`config.mk`:
```
export PLATFORM = sky130hd
export DESIGN_NAME = vga_stream_out
export DESIGN_NICKNAME = d
export VERILOG_FILES = /design/src/rtl/vga_pkg.sv /design/src/rtl/vga_timing.sv /design/src/rtl/vga_stream_out.sv
export SDC_FILE = /design/constraint.sdc
export NUM_CORES = 1
export LEC_CHECK = 0
export CORE_MARGIN = 2
export CORE_UTILIZATION = 50
export CTS_BUF_LIST = sky130_fd_sc_hd__clkbuf_4
export CTS_CLUSTER_DIAMETER = 50
export DETAILED_ROUTE_END_ITERATION = 10
export PLACE_DENSITY = 0.91
export SYNTH_ARGS = -nofsm -noshare
export SYNTH_HDL_FRONTEND = slang
export SYNTH_SLANG_ARGS = --single-unit
```
`constraint.sdc`:
```
create_clock -name pixel_clk -period 4.55 [get_ports pixel_clk]
set_clock_uncertainty 0.2 [all_clocks]
set_input_delay 1.1375 -clock pixel_clk [delete_from_list [all_inputs] [get_ports pixel_clk]]
set_output_delay 1.1375 -clock pixel_clk [all_outputs]
set_load 0.01 [all_outputs]
```
`src/rtl/vga_pkg.sv`:
```
// Shared types and helpers for the VGA stream output block.
package vga_pkg;

    typedef enum logic [1:0] {
        ST_IDLE  = 2'd0,
        ST_FLUSH = 2'd1,
        ST_ARMED = 2'd2,
        ST_RUN   = 2'd3
    } vga_state_e;

    localparam int NUM_BARS = 8;

    // Classic colour-bar order, left to right, as 24-bit RGB.
    localparam logic [23:0] BAR_COLOURS [NUM_BARS] = '{
        24'hFFFFFF, 24'hFFFF00, 24'h00FFFF, 24'h00FF00,
        24'hFF00FF, 24'hFF0000, 24'h0000FF, 24'h000000
    };

    function automatic logic [23:0] bar_colour(input logic [2:0] idx);
        return BAR_COLOURS[idx];
    endfunction

    function automatic int total_len(input int fp, input int pulse, input int bp, input int disp);
        return fp + pulse + bp + disp;
    endfunction

endpackage

```
`src/rtl/vga_timing.sv`:
```
// Raster counters for vga_stream_out: porch/sync/active decode and active-area coordinates.
module vga_timing
    import vga_pkg::*;
#(
    parameter int HDISP  = 800,
    parameter int VDISP  = 480,
    parameter int HFP    = 40,
    parameter int HPULSE = 48,
    parameter int HBP    = 40,
    parameter int VFP    = 13,
    parameter int VPULSE = 3,
    parameter int VBP    = 29,
    parameter int XW     = (HDISP > 1) ? $clog2(HDISP) : 1,
    parameter int YW     = (VDISP > 1) ? $clog2(VDISP) : 1
) (
    input  logic          clk_i,
    input  logic          rst_i,
    output logic          hsync_o,
    output logic          vsync_o,
    output logic          active_o,
    output logic          origin_o,
    output logic          first_px_o,
    output logic [XW-1:0] x_o,
    output logic [YW-1:0] y_o
);

    localparam int HTOT = total_len(HFP, HPULSE, HBP, HDISP);
    localparam int VTOT = total_len(VFP, VPULSE, VBP, VDISP);
    localparam int HCW  = $clog2(HTOT);
    localparam int VCW  = $clog2(VTOT);

    localparam logic [HCW-1:0] H_LAST   = HCW'(HTOT - 1);
    localparam logic [HCW-1:0] H_SYNC_B = HCW'(HFP);
    localparam logic [HCW-1:0] H_SYNC_E = HCW'(HFP + HPULSE);
    localparam logic [HCW-1:0] H_ACT    = HCW'(HFP + HPULSE + HBP);
    localparam logic [VCW-1:0] V_LAST   = VCW'(VTOT - 1);
    localparam logic [VCW-1:0] V_SYNC_B = VCW'(VFP);
    localparam logic [VCW-1:0] V_SYNC_E = VCW'(VFP + VPULSE);
    localparam logic [VCW-1:0] V_ACT    = VCW'(VFP + VPULSE + VBP);

    logic [HCW-1:0] h_cnt_q, h_cnt_d;
    logic [VCW-1:0] v_cnt_q, v_cnt_d;

    always_comb begin
        h_cnt_d = h_cnt_q + HCW'(1);
        v_cnt_d = v_cnt_q;
        if (h_cnt_q == H_LAST) begin
            h_cnt_d = '0;
            v_cnt_d = (v_cnt_q == V_LAST) ? '0 : v_cnt_q + VCW'(1);
        end
    end

    always_ff @(posedge clk_i or posedge rst_i) begin
        if (rst_i) begin
            h_cnt_q <= '0;
            v_cnt_q <= '0;
        end else begin
            h_cnt_q <= h_cnt_d;
            v_cnt_q <= v_cnt_d;
        end
    end

    assign hsync_o    = (h_cnt_q >= H_SYNC_B) && (h_cnt_q < H_SYNC_E);
    assign vsync_o    = (v_cnt_q >= V_SYNC_B) && (v_cnt_q < V_SYNC_E);
    assign active_o   = (h_cnt_q >= H_ACT) && (v_cnt_q >= V_ACT);
    assign origin_o   = (h_cnt_q == '0) && (v_cnt_q == '0);
    assign first_px_o = (h_cnt_q == H_ACT) && (v_cnt_q == V_ACT);
    assign x_o        = active_o ? XW'(h_cnt_q - H_ACT) : '0;
    assign y_o        = active_o ? YW'(v_cnt_q - V_ACT) : '0;

endmodule

```
`src/rtl/vga_stream_out.sv`:
```
// Streams frame-aligned pixel words onto a VGA raster with underflow/misalignment recovery.
// Optional macro VGA_TEST_PATTERN_EN adds pattern_sel, which overrides the stream with colour bars.
module vga_stream_out
    import vga_pkg::*;
#(
    parameter int   HDISP      = 800,
    parameter int   VDISP      = 480,
    parameter int   HFP        = 40,
    parameter int   HPULSE     = 48,
    parameter int   HBP        = 40,
    parameter int   VFP        = 13,
    parameter int   VPULSE     = 3,
    parameter int   VBP        = 29,
    parameter logic HS_POL     = 1'b0,
    parameter logic VS_POL     = 1'b0,
    parameter int   DATA_WIDTH = 32,
    localparam int  XW         = (HDISP > 1) ? $clog2(HDISP) : 1,
    localparam int  YW         = (VDISP > 1) ? $clog2(VDISP) : 1
) (
    input  logic                  pixel_clk,
    input  logic                  pixel_rst,
    input  logic                  enable,
    input  logic [DATA_WIDTH-1:0] pix_data,
    input  logic                  pix_valid,
    input  logic                  pix_sof,
`ifdef VGA_TEST_PATTERN_EN
    input  logic                  pattern_sel,
`endif
    output logic                  pix_ready,
    output logic                  vid_hs,
    output logic                  vid_vs,
    output logic                  vid_blank,
    output logic [DATA_WIDTH-1:0] vid_rgb,
    output logic [XW-1:0]         vid_x,
    output logic [YW-1:0]         vid_y,
    output logic                  frame_start,
    output logic                  underflow,
    output logic [15:0]           err_cnt
);

    logic          t_hs, t_vs, t_active, t_origin, t_first;
    logic [XW-1:0] t_x;
    logic [YW-1:0] t_y;

    vga_timing #(
        .HDISP(HDISP), .VDISP(VDISP),
        .HFP(HFP), .HPULSE(HPULSE), .HBP(HBP),
        .VFP(VFP), .VPULSE(VPULSE), .VBP(VBP),
        .XW(XW), .YW(YW)
    ) u_timing (
        .clk_i     (pixel_clk),
        .rst_i     (pixel_rst),
        .hsync_o   (t_hs),
        .vsync_o   (t_vs),
        .active_o  (t_active),
        .origin_o  (t_origin),
        .first_px_o(t_first),
        .x_o       (t_x),
        .y_o       (t_y)
    );

    vga_state_e            state_q, state_d;
    logic                  err_hit;
    logic [DATA_WIDTH-1:0] rgb_q, rgb_d;
    logic                  hs_q, vs_q, blank_q, fs_q, uf_q;
    logic [XW-1:0]         x_q;
    logic [YW-1:0]         y_q;
    logic [15:0]           err_cnt_q, err_cnt_d;

`ifdef VGA_TEST_PATTERN_EN
    logic [2:0] bar_idx;
    assign bar_idx = 3'((int'(t_x) * NUM_BARS) / HDISP);
`endif

    always_comb begin
        state_d   = state_q;
        pix_ready = 1'b0;
        rgb_d     = '0;
        err_hit   = 1'b0;
        case (state_q)
            ST_IDLE: begin
                if (enable) state_d = ST_FLUSH;
            end
            ST_FLUSH: begin
                pix_ready = pix_valid && !pix_sof;
                if (pix_valid && pix_sof) state_d = ST_ARMED;
            end
            ST_ARMED: begin
                if (t_origin) state_d = ST_RUN;
            end
            ST_RUN: begin
                if (t_active) begin
                    // The frame's first pixel must carry SOF; any other pixel must not.
                    pix_ready = t_first ? pix_sof : !pix_sof;
                    if (!pix_valid || !pix_ready) begin
                        err_hit = 1'b1;
                        state_d = ST_FLUSH;
                    end else begin
                        rgb_d = pix_data;
                    end
                end
            end
            default: state_d = ST_IDLE;
        endcase
        if (!enable) state_d = ST_IDLE;
`ifdef VGA_TEST_PATTERN_EN
        if (pattern_sel) begin
            state_d   = state_q;
            pix_ready = 1'b0;
            err_hit   = 1'b0;
            rgb_d     = t_active ? DATA_WIDTH'(bar_colour(bar_idx)) : '0;
        end
`endif
    end

    assign err_cnt_d = (err_hit && (err_cnt_q != 16'hFFFF)) ? err_cnt_q + 16'd1 : err_cnt_q;

    always_ff @(posedge pixel_clk or posedge pixel_rst) begin
        if (pixel_rst) begin
            state_q   <= ST_IDLE;
            hs_q      <= ~HS_POL;
            vs_q      <= ~VS_POL;
            blank_q   <= 1'b0;
            rgb_q     <= '0;
            x_q       <= '0;
            y_q       <= '0;
            fs_q      <= 1'b0;
            uf_q      <= 1'b0;
            err_cnt_q <= '0;
        end else begin
            state_q   <= state_d;
            hs_q      <= t_hs ? HS_POL : ~HS_POL;
            vs_q      <= t_vs ? VS_POL : ~VS_POL;
            blank_q   <= t_active;
            rgb_q     <= rgb_d;
            x_q       <= t_x;
            y_q       <= t_y;
            fs_q      <= t_origin;
            uf_q      <= err_hit;
            err_cnt_q <= err_cnt_d;
        end
    end

    assign vid_hs      = hs_q;
    assign vid_vs      = vs_q;
    assign vid_blank   = blank_q;
    assign vid_rgb     = rgb_q;
    assign vid_x       = x_q;
    assign vid_y       = y_q;
    assign frame_start = fs_q;
    assign underflow   = uf_q;
    assign err_cnt     = err_cnt_q;

endmodule

```
* Word-level counts from Yosys, hierarchy flattened
Cells that the tools add are included.
** Storage, ports and cells
- Output and inout port bits :: 73
- Logic and storage cells :: 72
- Bits in registers :: 94
** Cells by class
- Muxes and demuxes :: 21
- Reductions and logical operators :: 16
- $lt $le $gt $ge :: 6
- Eq/ne operators :: 12
- Add/subtract/negate cells :: 5
** Operators with widths (number)
- 32-bit two-way mux :: 3
- 10-bit two-way mux :: 3
- 10-bit by 1-bit adder with 10-bit output (second input constant) :: 2
- 10-bit equality test (second input constant) :: 2
- 10-bit by 6-bit greater-or-equal comparator with 1-bit output (second input constant) :: 2
- 10-bit logical NOT :: 2
- 16-bit by 1-bit adder with 16-bit output (second input constant) :: 1
- 16-bit != test (second input constant) :: 1
- 3-bit != test (second input constant) :: 4
- 10-bit by 6-bit equality test with 1-bit output (second input constant) :: 1
- 10-bit by 8-bit equality test with 1-bit output (second input constant) :: 1
- 10-bit by 4-bit greater-or-equal comparator with 1-bit output (second input constant) :: 1
- 10-bit by 8-bit greater-or-equal comparator with 1-bit output (second input constant) :: 1
- 10-bit by 5-bit less-than comparator with 1-bit output (second input constant) :: 1
- 10-bit by 7-bit less-than comparator with 1-bit output (second input constant) :: 1
- 2-bit two-way mux :: 5
- 10-bit by 8-bit subtractor with 10-bit output (second input constant) :: 1
- 9-bit two-way mux :: 1
- 9-bit by 6-bit subtractor with 9-bit output (second input constant) :: 1
- 1-bit logical AND :: 8
- 2-bit one-hot mux with 4 select lines :: 1
- 1-bit two-way mux :: 7
- 2-bit equality test (second input constant) :: 2
- 4-bit AND reduction :: 1
- 5 further kinds :: 7

* Logic depth before layout (Yosys ltp)
Gate-level depths: netlist of the first run.
- Word-level depth :: 9
- Depth in mapped cells :: 10
- Mapped depth without buffers :: 9

* By module
Synthesis of the first run repeated with hierarchy kept, for this count alone.
** Second synthesis, totals
- Cells, all modules :: 366
- Area, all modules :: 4101.4 um^2
** By module, submodules not included
- vga_stream_out :: area each 2577.5 um^2, cells each 187, times used 1, seq. area each 1854.3 um^2
- vga_timing :: area each 1524.0 um^2, cells each 179, times used 1, seq. area each 500.5 um^2

* Least setup slack after synthesis of the first run
No wires, ideal clock.
- Path kind :: register -> output
- From :: register u_timing.h_cnt_q[8]
- To :: output pix_ready
- Cell stages (with the launch flop) :: 10
- Slack :: 1017 ps
- Arrival :: 2196 ps
- Buffers on the path :: 0
- Cells stage by stage :: dfrtp_1 > inv_1 > ha_1 > or4b_1 > or3_4 > a32o_2 > clkinv_4 > nand2_1 > a2bb2oi_1 > o22ai_1
** RTL lines
- start, declared :: line vga_timing.sv:41 : logic [HCW-1:0] h_cnt_q, h_cnt_d;
- start signal, assigned :: line vga_timing.sv:58 : h_cnt_q <= h_cnt_d;
- 10-bit by 8-bit greater-or-equal comparator with 1-bit output :: line vga_timing.sv:65 : assign active_o = (h_cnt_q >= H_ACT) && (v_cnt_q >= V_ACT);
- 1-bit logical AND :: line vga_timing.sv:65
- net t_active :: line vga_stream_out.sv:41 : logic t_hs, t_vs, t_active, t_origin, t_first;
- 1-bit two-way mux :: line vga_stream_out.sv:92 : if (t_active) begin
- 1-bit one-hot mux with 2 select lines :: line vga_stream_out.sv:80 : case (state_q)
- end, declared :: line vga_stream_out.sv:29 : output logic pix_ready,
The timed path passes the listed nets, and every way through them passes these cells.

* Worst setup path in the final report of the first run
Same ends and word-level chain as after synthesis.

==> metrics.md, run 1 <==
| Metric | Value |
|---|---|
| Status | finished clean |
| Later-pin clock latency in the skew report | 0.43 ns |
| Core area | 8134 µm² |
| Post-Syn Nets | 424 |
| Count of final setup violators | 0 |
| Htree depth | 3 |
| Number of max-cap violations | 0 |
| Max Buffers Root-to-Sink | 2 |
| Routed via count | 3,126 |
| Buffers on Ports | 109 |
| Worst-Margin Slew | 1.016 ns |
| GRT Total Usage | 22.01% |
| Post-synth EDFFs | 0 |
| P_leak | 2.574 nW |
| Share of layout cells above drive strength 1 | 8.793% |
| Clock-pin transition on the worst setup and hold timing paths | 0.14 ns |
| Yosys cell types | 49 |
| Max Freq | 230.5 MHz |
| Final layout net count | 536 |
| Post-route ant nets | 0 |
| Drt total wl | 9.489 mm |
| Synthesized area per cell | 11.14 µm² |
| Critical hold path startpoint | err_cnt[11]$_DFFE_PP0P_ |
| Capture point of the worst reg-to-reg path | vid_rgb[5]$_DFF_PP0_ |
| Maximum VDD drop | 0.1587 mV |
| First-pass GRT wire length | 15.13 mm |
| Final period util | 95.35% |
| Most used DFF post-synth | dfrtp_1 |
| Clock root cell | clkbuf_4 |
| Endpoint, Worst Hold | err_cnt[11]$_DFFE_PP0P_ |
| FF-to-FF Start | u_timing.h_cnt_q[8]$_DFF_PP0_ |
| Die area | 9054 µm² |
| PwrDens | 253.5 nW/µm² |
| Ports | 110 |
| First DRT Iteration DRCs | 131 |
| Final HPWL DP | 6.590 mm |
| Die H | 95.15 µm |
| Grt total ovfl | 0 |
| Final Max Slew Viols | 0 |
| Vias in the first global route | 3,003 |
| Post-synthesis sequential element count | 94 |
| Hold Crit Depth | 1 |
| Worst hold path type | flip-flop to flip-flop |
| Syn Inst Count | 373 |
| CP Launch Point | u_timing.h_cnt_q[8]$_DFF_PP0_ |
| Post-synth ARST share | 100.0% |
| Post-Synthesis Cell Area | 4154 µm² |
| Area leader, netlist | dfrtp_1 |
| Worst path required time | 3.21 ns |
| Largest cells by area after synthesis | dfrtp_1 55%, and2_1 5.6%, ha_1 4.2% |
| Router iterations before antenna repair | 4 |
| CP endpoint kind | primary output |
| Chip width | 95.15 µm |
| Row count | 33 |
| Final Critical Period | 4.338 ns |
| Initial antenna violation count | 0 |
| Starting density of the core | 51.07% |
| Register-to-register setup slack | 1.34 ns |
| Startpoint types | flip-flop |
| Synth top area share | 55.42% |
| Routability Congestion | 0.8700 |
| RSZ-0062 raised after global routing | no |
| CP max FO | 9 |
| DRC | 0 |
| FF-to-FF path depth | 8 |
| Drt wl/cell | 15.97 µm |
| Number of diodes | 0 |
| CTS tree | built |
| TNS Setup | 0 ns |
| Worst path arrival time | 3.00 ns |
| Slew headroom | 32.18% |
| Place WS | 0.1973 ns |
| Largest net degree at the start of global routing | 59 |
| Final Hold Viols | 0 |
| Sequential fraction of the synthesis area | 56.69% |
| TritonCTS buffer count | 9 |
| Worst setup path category | flip-flop to primary output |
| Area Growth Syn to Fin | 32.89% |
| # clock sinks | 94 |
| Fin worst setup slack | 0.2116 ns |
| Vias/cell | 5.263 |
| Yosys warns | 0 |
worst max-delay path by stage:
stage                                   endpoint  cells after the start  slack (ns)
final                                  pix_ready                     10        0.21
after CTS                              pix_ready                     10        0.05
after detailed placement               pix_ready                     10        0.20
after global placement                 pix_ready                     10        0.32
after global routing                   pix_ready                     10        0.06
after floorplan           err_cnt[0]$_DFFE_PP0P_                      1        0.77
state kept, by name, indices dropped and copies added (netlist names):
signal / cells
vid_blank: 1
vid_rgb: 32
u_timing.h_cnt_q: 10
err_cnt: 16
vid_vs: 1
vid_hs: 1
u_timing.v_cnt_q: 10
frame_start: 1
state_q: 2
vid_y: 9
underflow: 1
vid_x: 10
worst max-delay path, cell delays in order, from the launching register on:
cell and delay [ns]:
dfrtp_1 0.42, inv_1 0.11, ha_1 0.15, or4b_1 0.46, or3_4 0.38, a32o_4 0.33, clkinv_4 0.09, nand2_1 0.11
a2bb2oi_1 0.17, o22ai_1 0.19, clkbuf_2 0.17
cell type report:
class | instances | area [µm²]
fill | 585 | 2614
sequential | 94 | 2356
multi-input combinational | 248 | 1672
timing repair buffer | 118 | 1166
tap | 105 | 131.4
clock buffer | 12 | 90.09
inverter | 14 | 58.81
clock inverter | 3 | 46.29
Yosys cell counts (all sizes together), types with 2 or more instances:
cell / number
nand3: 22
nand4b: 3
nand2b: 9
nor4b: 2
inv: 13
o31ai: 3
nor3b: 3
nand4: 5
a21oi: 4
and3: 6
nor4: 7
mux2i: 3
nand2: 24
o21bai: 2
and2: 38
xnor2: 10
buf: 3
clkbuf: 14
dfrtp: 92
nor3: 12
a21o: 2
dfstp: 2
o21ai: 12
and4: 3
xor2: 20
nor2b: 2
nor2: 28
ha: 14
stage by stage:
step / instances / hold slack [ns] / util (%) / power, W / area (µm²)
floorplan: 373 / 0.2799 / - / 0.0009167 / 4154
global placement: 574 / 0.2756 / 65.65 / 0.0009620 / 5340
detailed placement: 574 / 0.3081 / 65.65 / 0.0009654 / 5340
CTS: 590 / 0.3283 / 67.53 / 0.001409 / 5493
global route: 594 / 0.3308 / 67.87 / 0.001460 / 5520
finish: 594 / 0.3190 / 67.87 / 0.001399 / 5520
per-layer routing:
metal / vias to the layer above / track usage, % / wire (µm)
li1: 1475 / - / -
met1: 1524 / 27.75 / 3901
met5: - / 0 / 0
met2: 110 / 37.79 / 4849
met3: 17 / 4.032 / 565
met4: 0 / 8.213 / 173
cells by family after synthesis:
kind of cell	synth area share (%)
AO/OA/AOI/OAI	4.970
XOR/XNOR	6.325
adder cells (fa/ha/maj)	4.217
buffers and inverters	3.313
flip-flops	56.69
multiplexers	0.9940
AND/OR/NAND/NOR	23.49
power by group:
group	internal, W	total [W]	leakage [nW]	switching (W)
logic	0.0000547	0.0000997	1.21	0.0000451
registers	0.000842	0.000849	1.29	0.00000732
clock network	0.000185	0.000450	0.0736	0.000266
cell usage in the layout, fill, tap and decap left out, types with 3 or more instances in the layout:
cell	instances
o21ai_0	11
clkbuf_4	12
nor3_1	8
nor3_2	4
and4_1	3
nand4b_1	3
and3_1	6
nand4_1	5
dfrtp_1	91
inv_1	12
and2_1	37
nor2_1	28
mux2i_1	3
clkdlybuf4s50_1	108
buf_4	8
a21oi_1	4
nand2b_1	9
xnor2_1	10
xor2_1	20
o31ai_1	3
nand2_1	24
ha_1	14
nor4_1	6
nand3_1	22
timing repair:
| item | 4_1_cts | 5_1_grt |
|---|---|---|
| endpoints found under the setup margin | 1 | 1 |
| buffers inserted | 1 | 4 |
| pin swaps | 0 | 0 |
| resized for setup | 2 | 4 |
| hold buffers | 0 | 0 |
No activity file was read; power rests on OpenSTA's default activity.
==> run 2, diff against run 1 <==
--- a/config.mk
+++ b/config.mk
@@ -6,11 +6,12 @@
 export NUM_CORES = 1
 export LEC_CHECK = 0
 export CORE_MARGIN = 2
-export CORE_UTILIZATION = 50
-export CTS_BUF_LIST = sky130_fd_sc_hd__clkbuf_4
+export CORE_UTILIZATION = 49
+export CTS_BUF_LIST = sky130_fd_sc_hd__clkbuf_16
 export CTS_CLUSTER_DIAMETER = 50
 export DETAILED_ROUTE_END_ITERATION = 10
-export PLACE_DENSITY = 0.91
+export PLACE_DENSITY = 0.9
+export SETUP_SLACK_MARGIN = 0.05
 export SYNTH_ARGS = -nofsm -noshare
 export SYNTH_HDL_FRONTEND = slang
 export SYNTH_SLANG_ARGS = --single-unit
==> constraint.sdc (replaced) <==
create_clock -name pixel_clk -period 4.87 [get_ports pixel_clk]
set_clock_uncertainty 0.2 [all_clocks]
set_input_delay 1.2175 -clock pixel_clk [delete_from_list [all_inputs] [get_ports pixel_clk]]
set_output_delay 1.2175 -clock pixel_clk [all_outputs]
set_load 0.01 [all_outputs]
==> run 2 against run 1 <==
  * Clock power up 67%
  * Critical path depth unchanged
  * Register-to-register slack improved by 0.24 ns
  * Largest power group unchanged
  * Highest routed layer unchanged
  * Cell area grew 2.8%
  * Critical path type unchanged
==> metrics.md, run 2 (same netlist as run 1, synthesis figures left out) <==
| Metric | Value |
|---|---|
| Max FFs per register | 32 (unchanged) |
| Seq pwr share | 48.4% (-12 points) |
| TritonCTS buffer count | 9 (unchanged) |
| GRT Total Usage | 21.77% (-0.23 points) |
| Count of final setup violators | 0 (unchanged) |
| CP Launch Point | u_timing.h_cnt_q[8]$_DFF_PP0_ |
| PwrDens | 288.7 nW/µm² (+14%) |
| Final period util | 95.41% |
| Routability Congestion | 0.8915 (+2.5%) |
| Comb pwr share | 5.7% (-1.4 points) |
| CP Cell Sequence | inv_1, ha_1, or4b_1, or3_4, a32o_2, clkinv_4, nand2_1, a2bb2oi_1, o22ai_1, clkdlybuf4s50_1 |
| Worst path required time | 3.45 ns (+0.24 ns) |
| Worst setup path category | flip-flop to primary output |
| Initial antenna violation count | 0 (unchanged) |
| Clock-pin transition on the worst setup and hold timing paths | 0.07 ns (-0.07 ns) |
| Worst path arrival time | 3.23 ns (+0.23 ns) |
| Max Freq | 215.2 MHz |
| Switching power | 0.0003489 W (+9.7%) |
| Worst path bufs/invs | 3 (unchanged) |
| Area Growth Syn to Fin | 36.60% |
| Sequential Area | 2355 µm² (about the same) |
| Buffers on Ports | 109 (unchanged) |
| Non-filler cells, final | 593 (-0.17%) |
| Starting density of the core | 50.56% (-0.51 points) |
| Final Max Slew Viols | 0 (unchanged) |
| Later-pin clock latency in the skew report | 0.34 ns (-0.09 ns) |
| Maximum VDD drop | 0.1994 mV (+26%) |
| Core area | 8217 µm² (+1.0%) |
| Htree depth | 3 (unchanged) |
| Area of the multi-input gates | 1662 µm² (-0.60%) |
| Final HPWL DP | 6.854 mm (+4.0%) |
| CP max-delay cell | clkdlybuf4s50_1 |
| Worst hold path type | flip-flop to flip-flop |
| Clock root cell | clkbuf_16 |
| FF-to-FF Start | u_timing.h_cnt_q[8]$_DFF_PP0_ |
| TNS Setup | 0 ns (unchanged) |
| Chip width | 96.08 µm (+0.97%) |
| Largest net degree at the start of global routing | 59 (unchanged) |
| Most frequent cells in the layout | 109 x clkdlybuf4s50_1, 92 x dfrtp_1, 37 x and2_1, 28 x nor2_1, 24 x nand2_1 |
| P_leak | 2.642 nW (+2.6%) |
| # clock sinks | 94 (unchanged) |
| RSZ-0062 raised after global routing | no |
| Ports | 110 (unchanged) |
| Fillers | 595 (+1.7%) |
| DP Cell Count | 575 (+0.17%) |
| CP endpoint kind | primary output |
| Drt total wl | 9.670 mm (+1.9%) |
| Startpoint types | flip-flop |
| Final Critical Period | 4.647 ns |
| Commonest non-fill, non-tap cell in the layout | clkdlybuf4s50_1 |
| Switching share of power | 21.30% (-1.4 points) |
| Number of diodes | 0 (unchanged) |
| Critical hold path startpoint | err_cnt[11]$_DFFE_PP0P_ |
| Internal Power | 0.001289 W (+19%) |
| Max Buffers Root-to-Sink | 2 (unchanged) |
| Router iterations before antenna repair | 4 (unchanged) |
| Grt total ovfl | 0 (unchanged) |
| Drt wl/cell | 16.31 µm (+2.1%) |
| First DRT Iteration DRCs | 156 (+19%) |
| CP max FO | 8 (-1) |
| Routed via count | 3,115 (-0.35%) |
| CTS tree | built |
| Row count | 33 (unchanged) |
| Number of max-cap violations | 0 (unchanged) |
| First-pass GRT wire length | 15.15 mm (about the same) |
| DRC | 0 (unchanged) |
| Final layout net count | 534 (-0.37%) |
| Clk pwr share | 45.9% (+14 points) |
| Die H | 96.08 µm (+0.97%) |
| Worst-Margin Slew | 1.002 ns (-0.01360 ns) |
| Final Hold Viols | 0 (unchanged) |
| Share of layout cells above drive strength 1 | 8.197% (-0.60 points) |
| Crit path max-delay family | simple AND/OR/NAND/NOR gates |
| Resized cells post-CTS | 0 (-2) |
| Post-route ant nets | 0 (unchanged) |
| Largest stage delay, worst path | 0.56 ns (+0.10 ns) |
| Status | finished clean |
| Vias/cell | 5.253 (-0.18%) |
| Die area | 9230 µm² (+2.0%) |
| Vias in the first global route | 3,090 (+2.9%) |
| Slew headroom | 33.17% (+0.99 points) |
-- run 2: final timing paths --
path | end | slack [ns] | cells after the start
worst max-delay path | pix_ready | 0.22 | 10
worst min-delay path | err_cnt[11]$_DFFE_PP0P_ | 0.29 | 1
worst max register to register | vid_rgb[22]$_DFF_PP0_ | 1.58 | 8
worst min register to register | err_cnt[11]$_DFFE_PP0P_ | 0.29 | 1
max in group asynchronous | vid_x[7]$_DFF_PP0_ | 2.45 | 3
min in group asynchronous | vid_rgb[12]$_DFF_PP0_ | 1.19 | 2
-- run 2: worst register-to-register path, delay by kind of cell, from the launching register on --
kind | cells | cell delay [ns]
compound gates | 1 | 0.21
flops | 1 | 0.44
buf+inv | 1 | 0.14
simple gates | 5 | 2.08
fa+ha+maj | 1 | 0.16
-- run 2: cell type report --
type | instances | share of cell area (%)
Sequential cell | 94 | 41.50
Multi-Input combinational cell | 248 | 29.28
Timing Repair Buffer | 116 | 20.15
Clock buffer | 9 | 3.969
Tap cell | 105 | 2.315
Clock inverter | 7 | 1.742
Inverter | 14 | 1.036
-- run 2: timing repair --
action / CTS / global route
hold buffers: 0 / 0
setup buffers: 0 / 2
hold endpoints to repair: 0 / 0
setup endpoints to repair: 0 / 1
-- run 2: power groups by stage --
stage | registers, W | logic [W] | clock network [W]
floorplan | 0.000806 | 0.0000502 | 0
global route | 0.000794 | 0.000104 | 0.000800
finish | 0.000793 | 0.0000936 | 0.000751
detailed placement | 0.000808 | 0.0000944 | 0
global placement | 0.000807 | 0.0000911 | 0
CTS | 0.000793 | 0.0000958 | 0.000767
-- run 2: metal layers --
metal  track usage, %  up-vias  share of wire, %
li1                 -     1479                 -
met5                0        -                 0
met3            5.012       12               5.1
met2            36.40      105                53
met1            26.87     1519                40
met4            9.762        0               1.7
-- run 2: through the flow --
step	cell area (µm²)	setup slack (ns)	hold slack [ns]	utilization (%)	power, W
after floorplan	4154	1.007	0.2799	-	0.0008565
after global placement	5335	0.6087	0.2724	64.93	0.0008985
after detailed placement	5335	0.5155	0.2802	64.93	0.0009027
after CTS	5659	0.1276	0.2909	68.87	0.001656
after global routing	5674	0.1047	0.3065	69.06	0.001698
final	5674	0.2235	0.2875	69.06	0.001638
==> run 3, diff against run 2 <==
--- a/config.mk
+++ b/config.mk
@@ -5,13 +5,14 @@
 export SDC_FILE = /design/constraint.sdc
 export NUM_CORES = 1
 export LEC_CHECK = 0
-export CORE_MARGIN = 2
-export CORE_UTILIZATION = 49
+export CORE_MARGIN = 4
+export CORE_UTILIZATION = 48
 export CTS_BUF_LIST = sky130_fd_sc_hd__clkbuf_16
 export CTS_CLUSTER_DIAMETER = 50
 export DETAILED_ROUTE_END_ITERATION = 10
-export PLACE_DENSITY = 0.9
+export PLACE_DENSITY = 0.88
 export SETUP_SLACK_MARGIN = 0.05
 export SYNTH_ARGS = -nofsm -noshare
 export SYNTH_HDL_FRONTEND = slang
+export SYNTH_HIERARCHICAL = 1
 export SYNTH_SLANG_ARGS = --single-unit
==> run 3 against run 2 <==
  * Flip-flop and latch count did not move
  * Sequential share of layout area rose by 0.88 points
  * Critical path depth up 1
  * Global-route usage is 1.7 points lower
  * Total power fell by 2.8%
  * Final cell count is 1.7% lower
  * Worst hold slack gained 0.019 ns
  * Via count fell by 1.2%
  * First-iteration DRC count increased by 19%
  * Die area is 9.3% higher
  * Combinational power decreased by 2.6%
  * Utilization is 1.8 points lower
  * Largest cell class unchanged
==> metrics.md, run 3 <==
| Metric | Value |
|---|---|
| GRT Total Usage | 20.08% (-1.7 points) |
| Most used DFF post-synth | dfrtp_1 |
| Max Freq | 222.9 MHz (+3.6%) |
| RSZ-0062 raised after global routing | no |
| Final Max Slew Viols | 0 (unchanged) |
| Routability Congestion | 0.8884 (-0.35%) |
| Clock root cell | clkbuf_16 |
| Internal Power | 0.001243 W (-3.6%) |
| Final Hold Viols | 0 (unchanged) |
| Max Buffers Root-to-Sink | 2 (unchanged) |
| Yosys cell types | 52 (+6.1%) |
| Grt total ovfl | 0 (unchanged) |
| Synthesized area per cell | 11.21 µm² (+0.62%) |
| Worst path arrival time | 3.07 ns (-0.16 ns) |
| Count of final setup violators | 0 (unchanged) |
| Vias/cell | 5.281 (+0.54%) |
| Area Growth Syn to Fin | 35.48% |
| Synth top area share | 56.13% (+0.71 points) |
| Final HPWL DP | 7.180 mm (+4.8%) |
| CP endpoint kind | primary output |
| Max FFs per register | 32 (unchanged) |
| Sequential fraction of the synthesis area | 57.41% (+0.73 points) |
| Post-synth ARST share | 100.0% (unchanged) |
| Final layout net count | 523 (-2.1%) |
| Vias in the first global route | 3,279 (+6.1%) |
| Number of diodes | 0 (unchanged) |
| Commonest non-fill, non-tap cell in the layout | clkdlybuf4s50_1 |
| Switching share of power | 21.95% (+0.65 points) |
| Most frequent cell after synthesis | dfrtp_1 |
| Maximum VDD drop | 0.1610 mV (-19%) |
| CTS tree | built |
| Simple-Gate Fraction of Synth Area | 21.20% (-2.3 points) |
| Share of layout cells above drive strength 1 | 6.904% (-1.3 points) |
| CP Cell Sequence | inv_1, ha_1, and3b_1, o21ai_1, a31o_4, clkinvlp_4, nand2_1, nor2_1, a21oi_1, o22ai_1, clkdlybuf4s50_1 |
| Clk pwr share | 44.4% (-1.5 points) |
| Htree depth | 3 (unchanged) |
| Post-Synth Adder-Cell Area | 3.966% (-0.25 points) |
| Post-Synthesis Cell Area | 4101 µm² (-1.3%) |
| Fillers | 612 (+2.9%) |
| Largest cells by area after synthesis | dfrtp_1 56%, and2_1 5.9%, ha_1 4.0% |
| Seq pwr share | 49.9% (+1.5 points) |
| Initial antenna violation count | 0 (unchanged) |
| Most frequent cells in the layout | 109 x clkdlybuf4s50_1, 92 x dfrtp_1, 39 x and2_1, 29 x nor2_1, 28 x nand2_1 |
| Number of post-CTS setup repair buffers | 0 (unchanged) |
| Sequential Area | 2355 µm² (unchanged) |
| Most frequent cells after synthesis | 92 x dfrtp_1, 39 x and2_1, 29 x nor2_1 |
| CP max-delay cell | dfrtp_1 |
| Post-synth EDFFs | 0 (unchanged) |
| TritonCTS buffer count | 9 (unchanged) |
| # clock sinks | 94 (unchanged) |
| Later-pin clock latency in the skew report | 0.34 ns (about the same) |
| Worst-Margin Slew | 0.8042 ns (-0.1983 ns) |
| Core area | 8258 µm² (+0.50%) |
| First-pass GRT wire length | 15.93 mm (+5.2%) |
| Tot Pwr | 0.001593 W (-2.8%) |
| DRC | 0 (unchanged) |
| Buffers on Ports | 109 (unchanged) |
| Router iterations before antenna repair | 4 (unchanged) |
| Ports | 110 (unchanged) |
| Drt total wl | 9.632 mm (-0.39%) |
| Slew headroom | 46.33% (+13 points) |
| Syn Inst Count | 366 (-1.9%) |
| Die area | 10,090 µm² (+9.3%) |
| Crit path max-delay family | buffers and inverters |
| Row count | 33 (unchanged) |
| Switching power | 0.0003496 W (+0.20%) |
| Starting density of the core | 49.67% (-0.89 points) |
| Comb pwr share | 5.7% (about the same) |
| Yosys warns | 6 (+6) |
| Mux contribution to synthesized area | 1.495% (+0.50 points) |
| CP max FO | 15 (+7) |
| Synth Area in XOR/XNOR | 6.620% (+0.29 points) |
| Largest net degree at the start of global routing | 38 (-36%) |
| Largest stage delay, worst path | 0.48 ns (-0.08 ns) |
| Die H | 100.4 µm (+4.5%) |
| Area of the multi-input gates | 1587 µm² (-4.5%) |
| Final period util | 92.12% (-3.3 points) |
| Clock-pin transition on the worst setup and hold timing paths | 0.07 ns (about the same) |
| PwrDens | 286.7 nW/µm² (-0.72%) |
| Chip width | 100.4 µm (+4.5%) |
| Worst path bufs/invs | 3 (unchanged) |
| Post-Syn Nets | 416 (-1.9%) |
| TNS Setup | 0 ns (unchanged) |
| Final Critical Period | 4.486 ns (-0.1603 ns) |
| Number of max-cap violations | 0 (unchanged) |
| P_leak | 2.536 nW (-4.0%) |
| Worst setup path category | flip-flop to primary output |
| Main combinational cell family by area after synthesis | simple AND/OR/NAND/NOR gates |
| Routed via count | 3,079 (-1.2%) |
| Drt wl/cell | 16.52 µm (+1.3%) |
| Post-route ant nets | 0 (unchanged) |
| Post-synthesis sequential element count | 94 (unchanged) |
| Synth Area in Compound Gates | 5.186% (+0.22 points) |
| Startpoint types | flip-flop |
| First DRT Iteration DRCs | 185 (+19%) |
| Worst path required time | 3.45 ns (about the same) |
| Area leader, netlist | dfrtp_1 |
| Worst hold path type | flip-flop to flip-flop |
| Status | finished clean |
[run 3: cell count changes in the layout (fill, tap and decap cells not counted), sizes merged, moves of 5 or more]
cell,delta
nand2b,-5
o21ai,-5
xnor2,+7
xor2,-6
nand3,-10
inv,+8
[run 3: stage by stage]
step           util (%)  cells  hold slack (ns)  cell area, µm²  worst slack, ns
5_1_grt           67.29    583           0.3133            5557          0.09543
3_3_place_gp      63.47    567           0.2851            5241           0.7532
3_5_place_dp      63.47    567           0.2936            5241           0.6608
6_report          67.29    583           0.3067            5557           0.3838
4_1_cts           67.14    583           0.3029            5544           0.2731
2_1_floorplan         -    366           0.2674            4101            1.547
[run 3: final cells by class]
type                    instances  area share, %
clock buffers                   9          4.053
clock inverters                 7          1.396
inverters                      17          1.216
multi-input cells             239          28.55
flip-flops and latches         94          42.38
well taps                     105          2.364
repair buffers                112          20.04
[run 3: final timing paths]
path | startpoint | to | slack [ns] | depth (start not counted)
max in group asynchronous | pixel_rst | vid_vs$_DFF_PP1_ | 2.49 | 3
max reg2reg | u_timing/v_cnt_q[6]$_DFFE_PP0N_ | err_cnt[14]$_DFFE_PP0P_ | 1.49 | 8
min reg2reg | err_cnt[7]$_DFFE_PP0P_ | err_cnt[7]$_DFFE_PP0P_ | 0.31 | 1
min in group asynchronous | pixel_rst | vid_rgb[22]$_DFF_PP0_ | 1.17 | 2
min | err_cnt[7]$_DFFE_PP0P_ | err_cnt[7]$_DFFE_PP0P_ | 0.31 | 1
max | u_timing/v_cnt_q[0]$_DFFE_PP0N_ | pix_ready | 0.38 | 11
[run 3: cells by family (layout without fill, tap and decap cells)]
family,after synthesis,in the layout
AOI/OAI and AO/OA,32,32
xor gates and xnor gates,31,31
adders and majority gates,13,13
buffers and inverters,33,145
DFF,94,94
muxes,6,6
and+or+nand+nor,157,157
[run 3: power by group through the flow]
| stage | Combinational [W] | Sequential (W) | Clock, W |
|---|---|---|---|
| 6_report | 0.0000912 | 0.000795 | 0.000707 |
| 5_1_grt | 0.000104 | 0.000795 | 0.000755 |
| 4_1_cts | 0.0000937 | 0.000795 | 0.000722 |
| 3_5_place_dp | 0.0000917 | 0.000810 | 0 |
| 3_3_place_gp | 0.0000891 | 0.000809 | 0 |
| 2_1_floorplan | 0.0000458 | 0.000808 | 0 |
[run 3: repair_timing]
item,CTS,global route
endpoints found under the setup margin,0,1
gates resized for setup,0,2
hold endpoints to repair,0,0
hold buffers,0,0
[run 3: metal layers]
layer  GRT usage, %  vias to the layer above  routed length, µm
li1               -                     1435                  -
met1          24.46                     1505               3839
met2          35.07                      121               5057
met3          3.822                       18                555
met4          7.979                        0                179
met5              0                        -                  0
